`src/rtl/operand_vector_loader_if.sv`:
```
// rtl/operand_vector_loader_if.sv - element-pair input and packed-vector output handshake bundle
interface operand_vector_loader_if #(
  parameter int DIM          = 10,
  parameter int A_DATA_WIDTH = 16,
  parameter int B_DATA_WIDTH = 16
);
  localparam int CW = $clog2(DIM + 1);

  logic                        InValid;
  logic                        InReady;
  logic [A_DATA_WIDTH-1:0]     InA;
  logic [B_DATA_WIDTH-1:0]     InB;
  logic                        OutValid;
  logic                        OutReady;
  logic [A_DATA_WIDTH*DIM-1:0] A;
  logic [B_DATA_WIDTH*DIM-1:0] B;
  logic [CW-1:0]               FillCount;

  modport master (
    output InValid, InA, InB, OutReady,
    input  InReady, OutValid, A, B, FillCount
  );

  modport slave (
    input  InValid, InA, InB, OutReady,
    output InReady, OutValid, A, B, FillCount
  );
endinterface

```
`src/rtl/operand_vector_loader.sv`:
```
// rtl/operand_vector_loader.sv - double-buffered serial-to-parallel operand packer feeding dotProduct
module operand_vector_loader #(
  parameter int DIM          = 10,
  parameter int A_DATA_WIDTH = 16,
  parameter int B_DATA_WIDTH = 16
) (
  input logic               Clock,
  input logic               Reset,
  operand_vector_loader_if.slave io
);
  localparam int CW = $clog2(DIM + 1);
  localparam int AV = A_DATA_WIDTH * DIM;
  localparam int BV = B_DATA_WIDTH * DIM;
  localparam logic [CW-1:0] LAST    = CW'(DIM - 1);
  localparam logic [CW-1:0] FULLCNT = CW'(DIM);

  logic [CW-1:0] cnt;
  logic          fill_full;
  logic [AV-1:0] fill_a, fill_a_nxt, out_a;
  logic [BV-1:0] fill_b, fill_b_nxt, out_b;
  logic          out_valid;
  logic          in_fire, out_free, out_fire;

  assign io.InReady  = !fill_full && !Reset;
  assign in_fire     = io.InValid && io.InReady;
  assign out_free    = !out_valid || io.OutReady;
  assign out_fire    = out_valid && io.OutReady;

  assign io.OutValid  = out_valid;
  assign io.A         = out_a;
  assign io.B         = out_b;
  assign io.FillCount = fill_full ? FULLCNT : cnt;

  // Fill register with the incoming pair dropped into lane cnt
  always_comb begin
    fill_a_nxt = fill_a;
    fill_b_nxt = fill_b;
    fill_a_nxt[int'(cnt)*A_DATA_WIDTH +: A_DATA_WIDTH] = io.InA;
    fill_b_nxt[int'(cnt)*B_DATA_WIDTH +: B_DATA_WIDTH] = io.InB;
  end

  always_ff @(posedge Clock) begin
    if (Reset) begin
      cnt       <= '0;
      fill_full <= 1'b0;
      fill_a    <= '0;
      fill_b    <= '0;
      out_a     <= '0;
      out_b     <= '0;
      out_valid <= 1'b0;
    end else begin
      if (out_fire) out_valid <= 1'b0;

      // A parked full vector has priority; no input is accepted while it waits
      if (fill_full) begin
        if (out_free) begin
          out_a     <= fill_a;
          out_b     <= fill_b;
          out_valid <= 1'b1;
          fill_full <= 1'b0;
          cnt       <= '0;
        end
      end else if (in_fire) begin
        if (cnt != LAST) begin
          fill_a <= fill_a_nxt;
          fill_b <= fill_b_nxt;
          cnt    <= cnt + CW'(1);
        end else if (out_free) begin
          out_a     <= fill_a_nxt;
          out_b     <= fill_b_nxt;
          out_valid <= 1'b1;
          cnt       <= '0;
        end else begin
          fill_a    <= fill_a_nxt;
          fill_b    <= fill_b_nxt;
          fill_full <= 1'b1;
        end
      end
    end
  end
endmodule
```
`src/flat_wrapper.sv`:
```
// flat-port wrapper written by rule: the top's interface ports become plain ports
module operand_vector_loader_flat 
#(
  parameter int DIM          = 10,
  parameter int A_DATA_WIDTH = 16,
  parameter int B_DATA_WIDTH = 16
)
  (Clock, Reset, io_InValid, io_InA, io_InB, io_OutReady, io_InReady, io_OutValid, io_A, io_B, io_FillCount);
  operand_vector_loader_if #(.DIM(DIM), .A_DATA_WIDTH(A_DATA_WIDTH), .B_DATA_WIDTH(B_DATA_WIDTH)) io_i ();
  input logic Clock;
  input logic Reset;
  input wire logic [$bits(io_i.InValid)-1:0] io_InValid;
  input wire logic [$bits(io_i.InA)-1:0] io_InA;
  input wire logic [$bits(io_i.InB)-1:0] io_InB;
  input wire logic [$bits(io_i.OutReady)-1:0] io_OutReady;
  output wire logic [$bits(io_i.InReady)-1:0] io_InReady;
  output wire logic [$bits(io_i.OutValid)-1:0] io_OutValid;
  output wire logic [$bits(io_i.A)-1:0] io_A;
  output wire logic [$bits(io_i.B)-1:0] io_B;
  output wire logic [$bits(io_i.FillCount)-1:0] io_FillCount;
  assign io_i.InValid = io_InValid;
  assign io_i.InA = io_InA;
  assign io_i.InB = io_InB;
  assign io_i.OutReady = io_OutReady;
  assign io_InReady = io_i.InReady;
  assign io_OutValid = io_i.OutValid;
  assign io_A = io_i.A;
  assign io_B = io_i.B;
  assign io_FillCount = io_i.FillCount;
  operand_vector_loader #(.DIM(DIM), .A_DATA_WIDTH(A_DATA_WIDTH), .B_DATA_WIDTH(B_DATA_WIDTH)) u_core (.Clock(Clock), .Reset(Reset), .io(io_i));
endmodule
```
`config.mk`:
```
export PLATFORM = sky130hd
export DESIGN_NAME = operand_vector_loader_flat
export DESIGN_NICKNAME = d
export VERILOG_FILES = /design/src/rtl/operand_vector_loader_if.sv /design/src/rtl/operand_vector_loader.sv /design/src/flat_wrapper.sv
export SDC_FILE = /design/constraint.sdc
export NUM_CORES = 2
export LEC_CHECK = 0
export CAP_MARGIN = 25
export CORE_MARGIN = 1.5
export CORE_UTILIZATION = 40
export CTS_CLUSTER_DIAMETER = 50
export DETAILED_ROUTE_END_ITERATION = 8
export PLACE_DENSITY = 0.6
export SYNTH_ARGS = -nofsm -noshare
export SYNTH_HDL_FRONTEND = slang
export SYNTH_SLANG_ARGS = --single-unit
```
`constraint.sdc`:
```
create_clock -name Clock -period 4 [get_ports Clock]
set_input_delay 0.6 -clock Clock [delete_from_list [all_inputs] [get_ports Clock]]
set_output_delay 0.6 -clock Clock [all_outputs]
set_load 0.01 [all_outputs]
```
### After elaboration in Yosys (flattened, before gate mapping)

Index checks and enable logic that the tools add are counted.

| word-level totals | value |
|---|---|
| register bits | 646 |

| cells by class | value |
|---|---|
| $add $sub $neg | 2 |
| eq/ne operators | 5 |
| shift-type cells | 3 |
| muxes and demuxes | 30 |
| bitwise operators | 1 |
| reductions and logical operators | 10 |

Operators by type and width:

| kind | number |
|---|---|
| $mux W160 | 14 |
| $bwmux W160 | 2 |
| $shiftx A16 B33 Y160 | 2 |
| $shift A16 B33 Y160 const A | 1 |
| $neg A8 Y33 | 1 |
| $mux W4 | 5 |
| $mux W1 | 9 |
| $ne A2 B2 Y1 const B | 3 |
| $add A4 B1 Y4 const B | 1 |
| $ne A4 B4 Y1 const B | 1 |
| $reduce_and A4 Y1 | 1 |
| $logic_and A1 B1 Y1 | 3 |
| $logic_not A1 Y1 | 3 |
| $reduce_and A3 Y1 | 1 |
| $ne A2 B1 Y1 const B | 1 |
| $reduce_bool A2 Y1 | 1 |
| $logic_or A1 B1 Y1 | 1 |
| $not A1 Y1 | 1 |

### Depth between registers and ports, before layout

| depth | value |
|---|---|
| word-level depth | 7 |
| mapped depth | 13 |
| gate-level depth less buffers | 7 |

### Worst setup path after synthesis

OpenSTA, ideal clock, no wires.

| path | value |
|---|---|
| path kind | register to register |
| from | register u_core.cnt[0] |
| to | register u_core.out_a[134] (netlist: u_core.io.A[134]) |
| setup time | 0.122 ns |
| data arrival time | 2.879 ns |
| required time | 3.878 ns |
| setup slack | 0.999 ns |
| stages on the path, launching flop included | 12 |
| path buffers | 4 |
| period minus slack after synthesis | 3.001 ns |
| path through | dfxtp_1 -> buf_2 -> inv_1 -> clkbuf_1 -> buf_1 -> ha_1 -> nor4b_1 -> a21boi_0 -> o31a_1 -> clkbuf_1 -> nor3b_1 -> a221o_1 |

| on the way | value |
|---|---|
| word-level cells in the longest chain between the ends | 7 |

Ends and longest elaborated chain:

| element | RTL line | text |
|---|---|---|
| start, declared | operand_vector_loader.sv:17 | `logic [CW-1:0] cnt;` |
| start signal, assigned | operand_vector_loader.sv:67 | `cnt <= cnt + CW'(1);` |
| $neg A8 Y33 | operand_vector_loader.sv:38 | `fill_a_nxt[int'(cnt)*A_DATA_WIDTH +: A_DATA_WIDTH] = io.InA;` |
| $shiftx A16 B33 Y160 / $shift A16 B33 Y160 (equally long branches) | operand_vector_loader.sv:38 |  |
| $bwmux W160 | operand_vector_loader.sv:38 |  |
| $mux W160 | operand_vector_loader.sv:68 | `end else if (out_free) begin` |
| $mux W160 | operand_vector_loader.sv:64 | `if (cnt != LAST) begin` |
| $mux W160 | operand_vector_loader.sv:63 | `end else if (in_fire) begin` |
| $mux W160 | operand_vector_loader.sv:55 | `if (fill_full) begin` |
| end signal, assigned | operand_vector_loader.sv:57 | `out_a <= fill_a;` |
| end signal, assigned | operand_vector_loader.sv:69 | `out_a <= fill_a_nxt;` |
| end, declared | operand_vector_loader.sv:19 | `logic [AV-1:0] fill_a, fill_a_nxt, out_a;` |

Several ways; a longest one is shown, not always the timed one. The select of a mux whose other input is x is not followed.
A chain may end at the register's enable or synchronous reset.

### Worst setup path in the final report

| path | value |
|---|---|
| from | register u_core.cnt[0] |
| to | register u_core.out_a[66] (netlist: u_core.io.A[66]) |

The elaborated chain is that of the path after synthesis.

==> results.toml <==
[run_status]
outcome = "completed"

[hold_path]
min_path_type = "reg -> reg"
min_from = "u_core.fill_b[113]"

[critical_path]
required_ps = 4500
endpoint_kind = "register"
path_cells = "nor3_1, ha_1, nor4b_1, a21boi_2, and2_1, buf_12, nand2_1, a311oi_1"
r2r_end = "u_core.io.A[66]"
crit_path_max_incr_delay_ps = 610
arrival_ps = 3910
path_class = "reg -> reg"
timing.critical_path.from = "u_core.cnt[0]"
reg2reg_from = "u_core.cnt[0]"
worstPathMaxFanout = 21
rrSetupSlack_ps = 590
crit_end = "u_core.io.A[66]"
cp_slowest_cell = "dfxtp_1"
ff2ff_path_depth = 8
worstSetupStartpointType = "register"

[yosys]
yosys_warnings = 0
yosys.area_share.xor_xnor = 0.000933
synth_area_leaders = "dfxtp_1 (48%), nand2_1 (9.7%), nor2_1 (5.7%)"
ys_seq_area_frac = 0.482
synth_area_sq_um = 26800
synth_edf_count = 0
synth_nets = 3328
yosysTopAreaCellShare = 0.482
synth-async-reset-ratio = 0
synth.largest_area_cell = "dfxtp_1"
synth_area_per_cell_sq_um = 8.15
synth_compound_area_frac = 0.166
synth_ff_type = "dfxtp_1"
synth_top_family_by_area = "simple AND/OR/NAND/NOR gates"
synth_fa_ha_area_frac = 0.00187
netlist_instances = 3288
muxShareOfSynthArea = 0.0582
ys_types = 59
synth.ff_latch_count = 646
synthSimpleGateAreaFrac = 0.237

[sta]
final-max-slew-violation-count = 0
rsz0062_at_grt = "no"
relSlewSlack = 0.150
timing.fmax_mhz = 293
final-setup-viol-count = 0
max_slew.worst_pin.slew_ps = 1280
post-route-period-util = 0.852
tns_ps = 0
finalCriticalPeriod_ps = 3410
fin_skew_ps = 28.7
hold_viol_final = 0

[clock_network]
htree_levels = 3
cts_num_sinks = 646
cts_tree = "done"
cts_buffer_depth = 3
ctsHoldBuffers = 0
clkTransAtPathRegs_ps = 60
clock_latency_ps = 610
cts_resized = 0
numCtsBuffers = 79
cts-root-buf = "clkbuf_16"
postCtsSetupRepairBufs = 0

[die]
start_util = 0.406
core_area_sq_um = 66100
die_h_um = 262
io_pins = 362
die_area_sq_um = 68600
rows = 94
dieWidth_um = 262

[cells_and_area]
nets = 3506
area_growth_pct = 25.0
design_area_sq_um = 33500
multi_input_area_sq_um = 12500
fillers = 6146
drive_above_1_share = 0.0738
layout.area.seq_sq_um = 12900

[placed_design]
hpwl_um = 58200
postPlaceCellArea_sq_um = 30900
gp_congestion = 0.842
port_buffers = 361

[detailed_routing]
antenna_left = 0
drt_iter0_drc = 2277
dr.pass1.iters = 7
vias_per_cell = 5.64
num_vias = 24741
wl_um = 91300
routedWlPerCell_um = 20.8
drc = 0

[pwr]
p_sw_uw = 3330
swShare = 0.234
powerDensity_nw_per_um2 = 424
pwr-share-comb = 0.042
p_int_uw = 10900
clockPowerShare = 0.505
power.leakage_uw = 0.0112
vdd_drop_max_mv = 0.250
seq_power_share = 0.454

[global_route]
grt_pass1_vias = 22873
grt.total_usage = 0.257
grt_max_degree = 257
antenna_found_initial = 2
grt_pass1_wl_um = 137000
grt-ovfl-total = 0

[flow_run]
drv_cap = 0
power by group through the flow:
stage	logic, uW	clock network (uW)	registers (uW)
global route	619	7570	6450
global placement	568	0	6590
floorplan	333	0	6590
finish	592	7180	6450
detailed placement	577	0	6590
CTS	578	7300	6450
logic make-up after synthesis:
family / Yosys count
DFF: 646
and+or+nand+nor: 1473
muxes: 154
adders and majority gates: 4
xor gates and xnor gates: 2
buffers and inverters: 351
AOI/OAI and AO/OA: 658
registers in the layout, indices dropped and copies added (netlist names):
name                count
u_core.cnt              4
u_core.fill_a         160
u_core.fill_b         160
u_core.fill_full        1
u_core.io.A           160
u_core.io.B           160
u_core.io.OutValid      1
layout by cell type, fill, tap and decap left out, types with 14 or more instances in the layout:
cell             instances
nand2_1                696
dfxtp_1                646
nor2_1                 404
clkdlybuf4s50_1        360
a21oi_1                257
a211oi_1               149
nand3_1                141
mux2i_1                138
a311oi_1               138
clkbuf_16               81
buf_4                   71
nand3b_1                51
nor3_1                  50
o21ai_0                 41
and3_1                  25
nor3b_1                 19
nor2b_1                 18
o31ai_1                 17
a221o_1                 16
mux2_2                  16
o221ai_1                16
clkbuf_8                14
cells in the mapped netlist, types with 2 or more instances:
| cell type | n |
|---|---|
| buf_4 | 6 |
| a221o_1 | 16 |
| and2_1 | 9 |
| nand4bb_1 | 2 |
| o21ai_1 | 10 |
| or3_1 | 2 |
| or2_0 | 11 |
| o221ai_1 | 16 |
| nor2b_1 | 18 |
| nand4_1 | 7 |
| nand3_1 | 144 |
| a211oi_1 | 149 |
| or2_2 | 11 |
| a211oi_2 | 2 |
| clkbuf_1 | 239 |
| mux2i_1 | 138 |
| nand3b_1 | 51 |
| nand2_1 | 696 |
| nand2b_1 | 4 |
| and3_1 | 25 |
| and4_1 | 2 |
| a21oi_1 | 257 |
| buf_2 | 86 |
| nor3_1 | 51 |
| o31ai_1 | 17 |
| inv_1 | 4 |
| a311oi_1 | 138 |
| o21ai_0 | 41 |
| nor2_1 | 408 |
| mux2_2 | 16 |
| and3b_1 | 3 |
| dfxtp_1 | 646 |
| nor4b_1 | 2 |
| buf_1 | 15 |
| ha_1 | 4 |
| nor3b_1 | 19 |
metal layers:
layer | track usage | routed length (um)
met5 | 0 | 10
met4 | 0.0856 | 2420
met3 | 0.0398 | 6070
met2 | 0.418 | 42900
met1 | 0.347 | 39900
metrics by stage:
stage | instances | total power, uW | worst slack, ps | hold WS (ps) | utilization
floorplan | 3288 | 6920 | 999 | 432 | -
global placement | 4248 | 7160 | 903 | 438 | 0.467
detailed placement | 4248 | 7170 | 691 | 443 | 0.467
CTS | 4387 | 14300 | 694 | 434 | 0.507
global route | 4389 | 14600 | 317 | 467 | 0.507
finish | 4389 | 14200 | 591 | 452 | 0.507
worst min path at each step:
stage / to / cells after the start
floorplan: u_core.fill_b[112] / 2
global placement: u_core.fill_b[126] / 2
detailed placement: u_core.fill_b[118] / 2
CTS: u_core.fill_a[127] / 2
global route: u_core.fill_b[118] / 2
finish: u_core.fill_b[113] / 2
critical path: cells and delay by family (launching register included):
family,cells,cell delay [ps]
simple gates,4,1190
compound gates,2,690
flops,1,610
fa+ha+maj,1,570
buf+inv,1,240
area by class of cell:
type                    instances  share of cell area
diodes                          1           0.0000746
clock buffers                 108              0.0677
clock inverters                31              0.0106
inverters                       4            0.000448
multi-input cells            2291               0.372
flip-flops and latches        646               0.386
well taps                     864              0.0322
repair buffers                444               0.131
Note: power is estimated with default switching activity, not from simulation.
